$ cat src/rtl/fetch_unit.sv
// Instruction fetch unit: FETCH -> WAIT -> ISSUE sequencer with redirect,
// stall hold, and memory-timeout retry.
module fetch_unit #(
  parameter logic [31:0] RESET_PC   = 32'h0000_0000,
  parameter int          WAIT_LIMIT = 15
) (
  input  logic        clock,
  input  logic        reset_n,
  output logic        imem_req,
  output logic [31:0] imem_addr,
  input  logic        imem_ready,
  input  logic [31:0] imem_rdata,
  input  logic        branch_taken,
  input  logic [31:0] branch_target,
  input  logic        stall,
  output logic [31:0] pc,
  output logic [31:0] instr,
  output logic [6:0]  opcode,
  output logic        instr_valid,
  output logic        fetch_err
);

  typedef enum logic [1:0] {FETCH, WAIT, ISSUE} state_t;

  localparam logic [31:0] NOP       = 32'h0000_0013;
  localparam logic [7:0]  WAIT_LAST = 8'(WAIT_LIMIT - 1);

  state_t     state;
  logic [7:0] wait_cnt;

  assign imem_addr = pc;
  assign opcode    = instr[6:0];

  // FETCH only advances once imem_req has actually been presented, so the
  // idle cycle straight out of reset never counts as a request.
  always_ff @(posedge clock or negedge reset_n) begin
    if (!reset_n) begin
      state       <= FETCH;
      pc          <= RESET_PC;
      instr       <= NOP;
      instr_valid <= 1'b0;
      fetch_err   <= 1'b0;
      wait_cnt    <= 8'd0;
      imem_req    <= 1'b0;
    end else begin
      fetch_err <= 1'b0;
      if (branch_taken) begin
        pc          <= {branch_target[31:2], 2'b00};
        fetch_err   <= |branch_target[1:0];
        state       <= FETCH;
        instr_valid <= 1'b0;
        wait_cnt    <= 8'd0;
        imem_req    <= 1'b1;
      end else begin
        case (state)
          FETCH: begin
            imem_req <= 1'b1;
            if (imem_req) state <= WAIT;
          end
          WAIT: begin
            if (imem_ready) begin
              instr       <= imem_rdata;
              instr_valid <= 1'b1;
              imem_req    <= 1'b0;
              wait_cnt    <= 8'd0;
              state       <= ISSUE;
            end else if (wait_cnt == WAIT_LAST) begin
              fetch_err <= 1'b1;
              wait_cnt  <= 8'd0;
              state     <= FETCH;
            end else begin
              wait_cnt <= wait_cnt + 8'd1;
            end
          end
          ISSUE: begin
            if (!stall) begin
              pc          <= pc + 32'd4;
              instr_valid <= 1'b0;
              imem_req    <= 1'b1;
              state       <= FETCH;
            end
          end
          default: begin
            instr_valid <= 1'b0;
            imem_req    <= 1'b1;
            state       <= FETCH;
          end
        endcase
      end
    end
  end

endmodule
$ cat config.mk
export PLATFORM = sky130hd
export DESIGN_NAME = fetch_unit
export DESIGN_NICKNAME = d
export VERILOG_FILES = /design/src/rtl/fetch_unit.sv
export SDC_FILE = /design/constraint.sdc
export NUM_CORES = 1
export LEC_CHECK = 0
export CORE_MARGIN = 4
export CORE_UTILIZATION = 45
export CTS_BUF_LIST = sky130_fd_sc_hd__clkbuf_16
export DETAILED_ROUTE_END_ITERATION = 12
export PLACE_DENSITY = 0.85
export SLEW_MARGIN = 25
export SYNTH_ARGS = -nofsm -noshare
export SYNTH_HDL_FRONTEND = slang
export SYNTH_SLANG_ARGS = --single-unit
$ cat constraint.sdc
create_clock -name clock -period 3.4 [get_ports clock]
set_input_delay 0.34 -clock clock [delete_from_list [all_inputs] [get_ports clock]]
set_output_delay 0.34 -clock clock [all_outputs]
set_load 0.005 [all_outputs]
==> summary.txt <==
Layout Utilization = 66.8%
Initial DRC Count = 175
Largest family of logic cells by synthesized area = simple AND/OR/NAND/NOR gates
Share of cells above drive strength 1 = 12.2%
Pre-antenna DRT Iters = 4
Die ar. = 10,400 µm²
Sequential share of the synthesized area = 47.2%
Fin crit share = 66.9%
TNS Setup = 0 ps
Arrival time worst endpoint = 2530 ps
Detailed placement HPWL = 7720 µm
Area share of fa/ha/maj cells after synthesis = 0.942%
Max transition margin = 53.6%
DR vias = 3,440
CTS root buffer = clkbuf_16
Switch Pwr = 827 µW
Die W = 102 µm
Worst-path clk slew = 60 ps
Crit path launch type = input port
Placed Cells = 607
Number of synthesized register bits = 75
Bufs on Longest Clock Path = 2
Via density = 5.52
# resized after CTS = 0
Compound-Gate Fraction of Synth Area = 10.2%
Switch share = 25.4%
TritonCTS clock tree = yes
Grt ovf = 0
Initial Utilization = 45.9%
H-tree depth = 3
Post-Syn Instances = 380
Reg-to-Reg Start = imem_addr[2]
Status = complete, no violations
DRC = 0
Clock Sink Count = 75
RePlAce Congestion = 0.815
Cell internal pwr = 2.43 mW
Drt wl/cell = 16.9 µm
Antenna Cells = 0
RSZ-0062 raised after global routing = false
Clk_lat worst skew = 330 ps
CP Data Required Time = 3650 ps
Worst VDD drop = 294 µV
Setup Buffers After CTS = 0
Worst-Margin Slew = 696 ps
Final min period = 2270 ps
Vias in the first global route = 3,244
Placed cell areas = 5470 µm²
Worst Setup End Kind = register
Clk network pwr share = 31.2%
Hold-fix buffers, CTS = 0
Synthesized area = 3990 µm²
Slew Limit Fails = 0
Clock Skews = 8.58 ps
Min setup slack post-route = 1130 ps
Design Area, Final = 5790 µm²
Core ar. = 8680 µm²
Synth Area in XOR/XNOR = 2.20%
Worst hold path type = input port to async pin
Max Fclk = 440 MHz
First-pass GRT wire length = 16,100 µm
Num CTS Buffers = 9
Comb pwr share = 29.8%
All-Layer GR Usage = 19.5%
Yosys cell types = 47
Async S/R FF share, synth = 100%
Reg2reg setup slack = 1150 ps
Total wire length = 10,500 µm
Final non-filler cell total = 623
Final Hold Vio Count = 0
Dominant synthesized flop cell = dfrtp_1
R2R depth = 5
Power, Total = 3.26 mW
Hold Worst Slack = 13.6 ps
Sequential share of power = 38.9%
Synth Warn # = 0
I/O pins = 175
Layout area overhead = 45.4%
RR Endpoint = imem_addr[30]
Final antenna-violating net count = 0
Post-synthesis mux area share = 10.3%
Row Count = 34
Largest net degree at the start of global routing = 76
Synth Area in Simple Gates = 18.5%
Commonest non-fill, non-tap cell in the layout = clkdlybuf4s50_1
Crit Path Max Fanout = 13
Die height = 102 µm
Max_cap viols = 0
Count of flip-flops with a built-in enable after synthesis = 0
Initial antenna violation count = 0
Nets = 582
Most frequent cells in the layout = clkdlybuf4s50_1 (169), dfrtp_1 (72), mux2_2 (33)
WS Path Type = input port to register
Leak pwr = 2.30 nW
DP Worst Slack = 792 ps
Post-synthesis average cell area = 10.5 µm²
Buffers on Ports = 170
Final number of setup-violating endpoints = 0
Power per standard cell area = 562 nW/µm²
-- routing by layer --
layer,up-vias,global-route usage [%],share of wire (%),wire length (µm)
li1,1611,-,-,-
met1,1681,24.8,41,4310
met2,133,33.1,50,5220
met3,15,5.05,7.6,799
met4,0,5.35,1.6,170
met5,-,0,0,0
-- critical path, stage by stage --
cell             delay [ps]
clkdlybuf4s50_1         500
and4bb_2                430
nand4_1                 440
or4b_1                  650
a31oi_1                 170
-- final cells by class --
| type | count | area, µm² |
|---|---|---|
| fillers | 693 | 2880 |
| clock buffers | 9 | 225 |
| flip-flops and latches | 75 | 1880 |
| well taps | 108 | 135 |
| repair buffers | 174 | 1730 |
| multi-input cells | 242 | 1700 |
| inverters | 8 | 30.0 |
| clock inverters | 7 | 92.6 |
-- flip-flops by register name, summed over array words and instances, names as in the netlist --
signal / cells
imem_req: 1
wait_cnt: 8
instr_valid: 1
state: 2
imem_addr: 30
fetch_err: 1
instr: 32
-- how the worst max path moves through the flow --
stage	startpoint	end	slack [ps]	depth (start not counted)
6_report	stall	imem_addr[30]	1130	5
3_3_place_gp	stall	imem_addr[30]	880	5
2_1_floorplan	imem_addr[2]	imem_addr[14]	1630	6
4_1_cts	stall	imem_addr[30]	1130	5
3_5_place_dp	stall	imem_addr[30]	790	5
5_1_grt	stall	imem_addr[30]	970	5
-- kinds of logic (layout without fill, tap and decap cells) --
kind of cell	count (synthesis)	after routing
adders and majority gates	3	3
DFF	75	75
other	1	4
buffers and inverters	66	198
AOI/OAI and AO/OA	61	61
muxes	37	37
and+or+nand+nor	127	127
xor gates and xnor gates	10	10
-- power groups by stage --
stage	clock network [mW]	logic [mW]	registers, mW
6_report	1.02	0.971	1.27
3_5_place_dp	0	0.983	1.29
3_3_place_gp	0	0.964	1.27
4_1_cts	1.03	0.988	1.27
5_1_grt	1.07	1.05	1.30
2_1_floorplan	0	0.369	1.28
-- cell usage after synthesis (5+ instances only) --
cell type  count  area share, %
nor2_1        18            1.7
o31ai_1       10            1.9
and3_1         6           0.94
clkbuf_1       8           0.75
mux2_2        33            9.3
nand4_1       11            1.7
o211ai_1       5           0.94
nand3_1       18            2.3
xor2_1         6            1.3
inv_1          7           0.66
or4_1         17            3.2
a31oi_1       13            2.0
dfrtp_1       72             45
nand2_1       31            2.9
buf_2          7           0.88
o21ai_0       16            2.0
a21oi_1        5           0.63
buf_4         42            7.9
and4_1         5            1.1
Power figures use the tool's default switching activity.
